<file path="src/rtl/dcache_pkg.sv">
// dcache_pkg: shared definitions for the write-back, direct-mapped data cache controller.
// Holds the controller state encoding, the default address field widths, the position
// of the valid/dirty flags in the SRAM tag word, and the performance counter width.
// The optional hit/miss counters are enabled with the DCACHE_PERF_CNT_EN macro.
package dcache_pkg;

    localparam int DC_ADDR_W    = 32;
    localparam int DC_INDEX_W   = 4;
    localparam int DC_OFFSET_W  = 5;
    localparam int DC_TAG_W     = DC_ADDR_W - DC_INDEX_W - DC_OFFSET_W;  // 23
    localparam int DC_LINE_W    = 256;
    localparam int DC_WORD_W    = 32;
    localparam int DC_WSEL_W    = 3;
    localparam int DC_VALID_BIT = 24;
    localparam int DC_DIRTY_BIT = 23;
    localparam int DC_CNT_W     = 32;

    typedef enum logic [2:0] {
        IDLE       = 3'd0,
        MISS       = 3'd1,
        WRITEBACK  = 3'd2,
        READMISS   = 3'd3,
        READMISSOK = 3'd4
    } dc_state_t;

endpackage

</file>
<file path="src/rtl/dcache_perf_cnt.sv">
// dcache_perf_cnt: saturating hit and miss event counters for dcache_ctrl.
// Only instantiated when DCACHE_PERF_CNT_EN is defined.
// Ports:
//   clk_i, rst_n_i       clock, async active-low reset (counters clear to 0)
//   hit_i, miss_i        one-cycle event strobes
//   hit_cnt_o, miss_cnt_o  event counts, stick at all-ones
module dcache_perf_cnt
    import dcache_pkg::*;
(
    input  logic                clk_i,
    input  logic                rst_n_i,
    input  logic                hit_i,
    input  logic                miss_i,
    output logic [DC_CNT_W-1:0] hit_cnt_o,
    output logic [DC_CNT_W-1:0] miss_cnt_o
);

    logic [DC_CNT_W-1:0] r_hit_cnt;
    logic [DC_CNT_W-1:0] r_miss_cnt;

    always_ff @(posedge clk_i or negedge rst_n_i) begin
        if (!rst_n_i) begin
            r_hit_cnt  <= '0;
            r_miss_cnt <= '0;
        end else begin
            if (hit_i && (r_hit_cnt != '1)) begin
                r_hit_cnt <= r_hit_cnt + 1'b1;
            end
            if (miss_i && (r_miss_cnt != '1)) begin
                r_miss_cnt <= r_miss_cnt + 1'b1;
            end
        end
    end

    assign hit_cnt_o  = r_hit_cnt;
    assign miss_cnt_o = r_miss_cnt;

endmodule

</file>
<file path="src/rtl/dcache_ctrl.sv">
// dcache_ctrl: write-back, write-allocate, direct-mapped data cache controller.
// CPU side: cpu_req_i/cpu_we_i/cpu_addr_i/cpu_data_i in, cpu_data_o/cpu_stall_o out.
// SRAM side: sram_addr_o/sram_tag_o/sram_data_o/sram_enable_o/sram_write_o out,
//            sram_tag_i/sram_data_i/sram_hit_i in (tag word = {valid, dirty, tag}).
// Memory side: mem_enable_o/mem_write_o/mem_addr_o/mem_data_o out (held until ack),
//              mem_data_i/mem_ack_i in.
// Optional: DCACHE_PERF_CNT_EN adds hit_cnt_o/miss_cnt_o.
//
// state      | meaning
// IDLE       | look up the addressed set; hits complete in the same cycle
// MISS       | read victim tag/data of the set, decide whether it is dirty
// WRITEBACK  | write dirty victim line to memory, wait for ack
// READMISS   | fetch the requested line from memory, wait for ack
// READMISSOK | install fetched line as valid/clean, then retry in IDLE
module dcache_ctrl
    import dcache_pkg::*;
#(
    parameter int INDEX_W = DC_INDEX_W
) (
    input  logic                                    clk_i,
    input  logic                                    rst_n_i,
    input  logic                                    cpu_req_i,
    input  logic                                    cpu_we_i,
    input  logic [DC_ADDR_W-1:0]                    cpu_addr_i,
    input  logic [DC_WORD_W-1:0]                    cpu_data_i,
    output logic [DC_WORD_W-1:0]                    cpu_data_o,
    output logic                                    cpu_stall_o,
    output logic [INDEX_W-1:0]                      sram_addr_o,
    output logic [DC_ADDR_W-INDEX_W-DC_OFFSET_W+1:0] sram_tag_o,
    output logic [DC_LINE_W-1:0]                    sram_data_o,
    output logic                                    sram_enable_o,
    output logic                                    sram_write_o,
    input  logic [DC_ADDR_W-INDEX_W-DC_OFFSET_W+1:0] sram_tag_i,
    input  logic [DC_LINE_W-1:0]                    sram_data_i,
    input  logic                                    sram_hit_i,
    output logic                                    mem_enable_o,
    output logic                                    mem_write_o,
    output logic [DC_ADDR_W-1:0]                    mem_addr_o,
    output logic [DC_LINE_W-1:0]                    mem_data_o,
    input  logic [DC_LINE_W-1:0]                    mem_data_i,
    input  logic                                    mem_ack_i
`ifdef DCACHE_PERF_CNT_EN
   ,output logic [DC_CNT_W-1:0]                     hit_cnt_o,
    output logic [DC_CNT_W-1:0]                     miss_cnt_o
`endif
);

    localparam int TAG_W = DC_ADDR_W - INDEX_W - DC_OFFSET_W;
    // flag positions sit directly above the tag field
    localparam int V_BIT = TAG_W + (DC_VALID_BIT - DC_TAG_W);
    localparam int D_BIT = TAG_W + (DC_DIRTY_BIT - DC_TAG_W);

    dc_state_t              r_state;
    dc_state_t              w_next;
    logic [TAG_W-1:0]       r_tag;
    logic [INDEX_W-1:0]     r_index;
    logic [TAG_W-1:0]       r_vtag;
    logic [DC_LINE_W-1:0]   r_vdata;
    logic [DC_LINE_W-1:0]   r_fill;

    logic [TAG_W-1:0]       w_tag;
    logic [INDEX_W-1:0]     w_index;
    logic [DC_WSEL_W-1:0]   w_wsel;
    logic [DC_LINE_W-1:0]   w_merged;
    logic                   w_lookup;
    logic                   w_unused_byte;

    assign w_tag         = cpu_addr_i[DC_ADDR_W-1 -: TAG_W];
    assign w_index       = cpu_addr_i[DC_OFFSET_W +: INDEX_W];
    assign w_wsel        = cpu_addr_i[DC_OFFSET_W-1 -: DC_WSEL_W];
    assign w_unused_byte = ^cpu_addr_i[1:0];
    assign w_lookup      = (r_state == IDLE) && cpu_req_i;

    always_comb begin
        w_merged = sram_data_i;
        w_merged[DC_WORD_W*w_wsel +: DC_WORD_W] = cpu_data_i;
    end

    always_ff @(posedge clk_i or negedge rst_n_i) begin
        if (!rst_n_i) begin
            r_state <= IDLE;
            r_tag   <= '0;
            r_index <= '0;
            r_vtag  <= '0;
            r_vdata <= '0;
            r_fill  <= '0;
        end else begin
            r_state <= w_next;
            // address is captured only when leaving IDLE on a miss
            if (w_lookup && !sram_hit_i) begin
                r_tag   <= w_tag;
                r_index <= w_index;
            end
            if (r_state == MISS) begin
                r_vtag  <= sram_tag_i[TAG_W-1:0];
                r_vdata <= sram_data_i;
            end
            if ((r_state == READMISS) && mem_ack_i) begin
                r_fill <= mem_data_i;
            end
        end
    end

    always_comb begin
        w_next        = r_state;
        cpu_stall_o   = 1'b0;
        cpu_data_o    = '0;
        sram_enable_o = 1'b0;
        sram_write_o  = 1'b0;
        sram_addr_o   = '0;
        sram_tag_o    = '0;
        sram_data_o   = '0;
        mem_enable_o  = 1'b0;
        mem_write_o   = 1'b0;
        mem_addr_o    = '0;
        mem_data_o    = '0;
        // outputs are gated by reset so they drop without waiting for a clock edge
        if (rst_n_i) begin
            case (r_state)
                IDLE: begin
                    if (cpu_req_i) begin
                        sram_enable_o = 1'b1;
                        sram_addr_o   = w_index;
                        sram_tag_o    = {1'b1, 1'b0, w_tag};
                        if (sram_hit_i) begin
                            cpu_data_o = sram_data_i[DC_WORD_W*w_wsel +: DC_WORD_W];
                            if (cpu_we_i) begin
                                sram_write_o      = 1'b1;
                                sram_data_o       = w_merged;
                                sram_tag_o[D_BIT] = 1'b1;
                            end
                        end else begin
                            cpu_stall_o = 1'b1;
                            w_next      = MISS;
                        end
                    end
                end
                MISS: begin
                    cpu_stall_o   = 1'b1;
                    sram_enable_o = 1'b1;
                    sram_addr_o   = r_index;
                    sram_tag_o    = {1'b1, 1'b0, r_tag};
                    w_next = (sram_tag_i[V_BIT] && sram_tag_i[D_BIT]) ? WRITEBACK : READMISS;
                end
                WRITEBACK: begin
                    cpu_stall_o  = 1'b1;
                    mem_enable_o = 1'b1;
                    mem_write_o  = 1'b1;
                    mem_addr_o   = {r_vtag, r_index, {DC_OFFSET_W{1'b0}}};
                    mem_data_o   = r_vdata;
                    if (mem_ack_i) begin
                        w_next = READMISS;
                    end
                end
                READMISS: begin
                    cpu_stall_o  = 1'b1;
                    mem_enable_o = 1'b1;
                    mem_addr_o   = {r_tag, r_index, {DC_OFFSET_W{1'b0}}};
                    if (mem_ack_i) begin
                        w_next = READMISSOK;
                    end
                end
                READMISSOK: begin
                    cpu_stall_o   = 1'b1;
                    sram_enable_o = 1'b1;
                    sram_write_o  = 1'b1;
                    sram_addr_o   = r_index;
                    sram_tag_o    = {1'b1, 1'b0, r_tag};
                    sram_data_o   = r_fill;
                    w_next        = IDLE;
                end
                default: begin
                    w_next = IDLE;
                end
            endcase
        end
    end

`ifdef DCACHE_PERF_CNT_EN
    logic w_hit_evt;
    logic w_miss_evt;

    assign w_hit_evt  = w_lookup && sram_hit_i;
    assign w_miss_evt = w_lookup && !sram_hit_i;

    dcache_perf_cnt u_perf_cnt (
        .clk_i      (clk_i),
        .rst_n_i    (rst_n_i),
        .hit_i      (w_hit_evt),
        .miss_i     (w_miss_evt),
        .hit_cnt_o  (hit_cnt_o),
        .miss_cnt_o (miss_cnt_o)
    );
`endif

endmodule

</file>
<file path="config.mk">
export PLATFORM = sky130hd
export DESIGN_NAME = dcache_ctrl
export DESIGN_NICKNAME = d
export VERILOG_FILES = /design/src/rtl/dcache_pkg.sv /design/src/rtl/dcache_perf_cnt.sv /design/src/rtl/dcache_ctrl.sv
export SDC_FILE = /design/constraint.sdc
export NUM_CORES = 2
export LEC_CHECK = 0
export BUFFER_PORTS_ARGS = -buffer_cell sky130_fd_sc_hd__buf_2
export CAP_MARGIN = 0
export CORE_AREA = 2 2 477 479
export DETAILED_ROUTE_END_ITERATION = 8
export DIE_AREA = 0 0 479 481
export PLACE_DENSITY = 0.34
export SLEW_MARGIN = 20
export SYNTH_ARGS = -nofsm -noshare
export SYNTH_HDL_FRONTEND = slang
export SYNTH_HIERARCHICAL = 1
export SYNTH_SLANG_ARGS = --single-unit
</file>
<file path="constraint.sdc">
create_clock -name clk_i -period 4.5 [get_ports clk_i]
set_input_delay 0.225 -clock clk_i [delete_from_list [all_inputs] [get_ports clk_i]]
set_output_delay 0.225 -clock clk_i [all_outputs]
set_load 0.01 [all_outputs]
</file>
# Yosys cells after proc, flatten, opt, wreduce, memory -nomap -nowiden
# Cells that the tools add are included.
# word_totals
ff_bits	565
inputBits	607
out_inout_bits	610
wordCells	70
# op_classes
addsub	1
n_eq_ne	8
shift	3
mux	42
reduce_logical	10
# op_table
op	n
256-bit 2-to-1 mux	6
256-bit case mux with 2 select lines	1
256-bit bitwise mux	1
32-bit by 34-bit variable shift with 256-bit output, first input constant	1
256-bit by 9-bit indexed part select with 32-bit output	1
32-bit by 34-bit indexed part select with 256-bit output	1
32-bit 2-to-1 mux	5
32-bit case mux with 2 select lines	1
25-bit 2-to-1 mux	2
25-bit case mux with 2 select lines	1
8-bit negation with 34-bit output	1
1-bit 2-to-1 mux	14
3-bit 2-to-1 mux	4
3-bit case mux with 4 select lines	1
4-bit 2-to-1 mux	2
2-bit inequality test, second input constant	4
4-bit case mux with 2 select lines	1
3-bit by 2-bit equality test with 1-bit output, second input constant	2
1-bit case mux with 2 select lines	3
5-bit AND reduction	1
1-bit logical AND	4
2-bit OR reduction	2
4-bit OR reduction	1
3-bit by 1-bit equality test with 1-bit output, second input constant	1
3 further kinds	3

# Depth between registers and ports, before layout
# logic_depth
ltp_word	8
depth_mapped	12
ltp_nobuf	7

# Worst setup path before layout
# Ideal clock, no wire load.
# synth_path
kind	input port to output port
startpoint	input port cpu_addr_i[3]
endpoint	output port sram_data_o[28]
t_arrival_ns	2.589
required_ns	4.275
setup_slack_ns	1.686
cell_stages	11
n_path_buf	4
cell_sequence	buf_2 -> buf_1 -> inv_1 -> ha_1 -> ha_1 -> nor4b_1 -> and3_1 -> buf_2 -> buf_2 -> a222oi_1 -> nor3_1
# synth_via
elab_chain_len	8
elab_cells_between_ends	9
cone_classes	1 x add/sub; 2 x shift; 6 x mux
# synth_lines
element	line_no	source
start, declared	dcache_ctrl.sv:24	input logic [DC_ADDR_W-1:0] cpu_addr_i,
8-bit negation with 34-bit output *	dcache_ctrl.sv:76	w_merged[DC_WORD_W*w_wsel +: DC_WORD_W] = cpu_data_i;
32-bit by 34-bit indexed part select with 256-bit output / 32-bit by 34-bit variable shift with 256-bit output (equally long branches)	dcache_ctrl.sv:76	
256-bit bitwise mux *	dcache_ctrl.sv:76	
256-bit 2-to-1 mux *	dcache_ctrl.sv:127	if (cpu_we_i) begin
256-bit 2-to-1 mux *	dcache_ctrl.sv:125	if (sram_hit_i) begin
256-bit 2-to-1 mux *	dcache_ctrl.sv:121	if (cpu_req_i) begin
256-bit case mux with 2 select lines *	dcache_ctrl.sv:119	case (r_state)
256-bit 2-to-1 mux *	dcache_ctrl.sv:118	if (rst_n_i) begin
end, declared	dcache_ctrl.sv:30	output logic [DC_LINE_W-1:0] sram_data_o,
# Mark *: on every way between the ends. The rest lies on a longest branch, timed or not.

# Worst setup path in the final report
# layout_path
startpoint	register r_state[0]
endpoint	output port sram_data_o[137]
# layout_via
elab_chain_len	3
elab_cells_between_ends	4
cone_classes	1 x eq/ne; 2 x mux; 1 x reduce/logical
# layout_lines
element	line_no	source
start, declared	dcache_ctrl.sv:53	dc_state_t r_state;
start signal, assigned	dcache_ctrl.sv:88	r_state <= w_next;
3-bit equality test / 3-bit zero test (equally long branches)	dcache_ctrl.sv:119	
256-bit case mux with 2 select lines *	dcache_ctrl.sv:119	
256-bit 2-to-1 mux *	dcache_ctrl.sv:118	
# Marked as above.

==> out/qor.yml <==
run_status: "finished clean"
crit_arrival_ps: 4040
post_synth_num_cell_types: 52
top_cells_by_area_synth: "dfrtp_1 (45%), mux2_2 (19%), a22oi_1 (5.3%), and2_1 (5.2%), mux4_2 (4.6%)"
cts_tree: "yes"
syn2layout_area_growth_pct: 60.0
drt_iter0_drc: 1960
clkSinkCount: 565
synth_adder_area_share_pct: 0.241
synth-async-reset-ratio_pct: 100
worst_hold_depth: 3
yosys-mux-area-fraction_pct: 25.0
synth-seq-area-share_pct: 45.5
netSwitchingPower_mw: 8.96
synthDominantCellAreaShare_pct: 45.5
leakage_nw: 22.4
final.period_utilization_pct: 94.7
cell_area_power_density_nw_per_um2: 508
cts_root_buf: "clkbuf_16"
ys_ff_latch: 565
boundaryPins: 1217
clock_tree.buffer_depth: 3
power_frac_comb_pct: 36.3
yosys.cell_count.top_type: "dfrtp_1"
timing.final.setup_violations: 0
cts_setup_buffers: 0
worstHoldPathType: "in -> reg"
clock_latency_ps: 730
critical_path.endpoint_type: "output port"
grt_antenna_before_repair: 55
cp.required_ps: 4280
post_drt_wl_per_cell_microns: 32.1
cts_h_tree_depth: 3
synth_simple_gate_area_share_pct: 11.4
synth_cells: 2765
largest_net_degree_at_the_start_of_global_routing: 143
startpoint_type: "flop"
grt_first_pass_wirelength_microns: 318000
gp_congestion: 0.877
pwr-share-seq_pct: 36.4
fmax_mhz: 235
ir_drop_v: 0.000272
detail_route.wirelength_microns: 245000
worstMarginPinSlew_ps: 1140
cts_buffers: 82
yosys.area.top_type: "dfrtp_1"
number_of_enable_type_register_cells_in_the_synthesized_netlist: 0
floorplan.die_area_sq_um: 230000
final_max_slew_viol_count: 0
place_area_sq_um: 41300
portBuffers: 1209
vert_die_dim_microns: 481
floorplan.initialDensity_pct: 13.8
post_synthesis_xor_xnor_area_fraction_pct: 0.0282
drive_above_1_share_pct: 45.8
clk_pin_slew_ps: 60
placeableCoreArea_sq_um: 226000
mappedNetlistArea_sq_um: 31100
drt_pass1_iterations: 7
final_design_area_no_fill_sq_um: 49800
drv.max_cap_violation_count: 0
hold-worst-slack_ps: 91.0
postSynth.topFlopCell: "dfrtp_1"
gr-total-overflow: 0
most_used_standard_cells_in_the_synthesized_netlist: "dfrtp_1 (565), mux2_2 (513), nand2_1 (292)"
rows: 175
finClkSkew_ps: 20.9
ys_warn_count: 6
crit_fanout: 31
final_nets: 5132
power_frac_clock_pct: 27.3
worstRegToRegCells: 4
timing.final.hold_violations: 0
detail-route-antenna-nets: 0
setup_tns_ps: 0
timing.max_slew.rel_slack_pct: 24.1
synth-compound-area-share_pct: 13.2
vias: 31814
floorplan.die.width_microns: 479
post-dp-hpwl_microns: 192000
min_tclk_post_route_ps: 4260
switching_part_of_the_total_power_pct: 35.5
cell_internal_pwr_mw: 16.3
globalRouteTotalUtil_pct: 20.5
vias_in_the_first_global_route: 33047
detail_route.drc_violations: 0
routed_via_density: 4.18
grt_setup_unrepaired: "false"
criticalPathCategory: "reg -> out"
synthesis.area_per_instance_sq_um: 11.2
main_combinational_cell_family_by_area_after_synthesis: "multiplexers"
==> cell usage in the layout, fill, tap and decap left out, types with 49 or more instances in the layout <==
cell type,instances
nand2_1,287
clkbuf_16,83
buf_2,1204
mux2_2,513
mux2_1,49
dfrtp_1,565
a22oi_1,219
mux4_2,64
and2_1,256
o21ai_1,181
buf_4,110
dlygate4sd3_1,567
==> path summary, 6_finish.rpt <==
kind                                   from                to  slack, ps
worst max register to register   r_state[0]      r_vdata[245]       1730
min in group asynchronous           rst_n_i       r_vdata[40]        290
worst min-delay path             sram_hit_i         r_tag[22]         90
worst max-delay path             r_state[0]  sram_data_o[137]        240
max in group asynchronous           rst_n_i       r_fill[242]       2580
worst min register to register  r_vdata[79]       r_vdata[79]        470
==> power groups by stage <==
stage,combinational (mW),clock (mW),sequential (mW)
finish,9.16,6.91,9.20
global route,9.81,7.29,9.49
CTS,9.30,7.16,9.17
detailed placement,8.82,0,9.24
global placement,8.71,0,9.15
floorplan,5.68,0,8.64
==> flip-flops by register name (all words and copies together), names as in the netlist <==
| signal | flops |
|---|---|
| r_fill | 256 |
| r_vdata | 256 |
| r_tag | 23 |
| r_vtag | 23 |
| r_index | 4 |
| r_state | 3 |
==> logic make-up (layout without fill, tap and decap cells) <==
| group | Yosys count | after routing |
|---|---|---|
| adder cells (fa/ha/maj) | 6 | 6 |
| flip-flops | 565 | 565 |
| AO/OA/AOI/OAI | 603 | 603 |
| buffers and inverters | 262 | 2076 |
| other | 1 | 28 |
| AND/OR/NAND/NOR | 700 | 701 |
| multiplexers | 627 | 627 |
| XOR/XNOR | 1 | 1 |
==> final cells by class <==
| type | instances | area (sq um) |
|---|---|---|
| fillers | 24882 | 176000 |
| multi-input cells | 1943 | 15700 |
| flip-flops and latches | 565 | 14100 |
| repair buffers | 1921 | 13300 |
| well taps | 3009 | 3760 |
| clock buffers | 115 | 2300 |
| clock inverters | 34 | 454 |
| diodes | 23 | 57.6 |
| inverters | 6 | 22.5 |
==> stage by stage <==
stage / utilization [%] / cells / setup WS, ps / power (mW)
final: 22.0 / 7616 / 237 / 25.3
after global routing: 22.0 / 7606 / 24.3 / 26.6
after CTS: 22.0 / 7593 / 91.6 / 25.6
after detailed placement: 18.3 / 6875 / 558 / 18.1
after global placement: 18.3 / 6873 / 509 / 17.9
after floorplan: - / 2769 / 1690 / 14.3
==> critical path: stages, from the launching register on <==
cell      delay [ps]
dfrtp_1          590
nor4b_4          340
buf_4            520
nand3_2         1010
a221oi_1         570
buf_2            250
==> metal layers <==
| metal | GRT usage, % | vias to the layer above | routed length (microns) |
|---|---|---|---|
| met3 | 5.26 | 302 | 16200 |
| met2 | 36.6 | 1426 | 123000 |
| met1 | 23.1 | 16466 | 94600 |
| met5 | 0 | - | 53 |
| met4 | 8.20 | 4 | 11200 |
| li1 | - | 13616 | - |
==> what timing repair did <==
item,in CTS,in global routing
gates resized for setup,1,0
hold buffers,568,0
setup endpoints to repair,1,0
endpoints found under the hold margin,772,0
No activity file was read; power rests on OpenSTA's default activity.
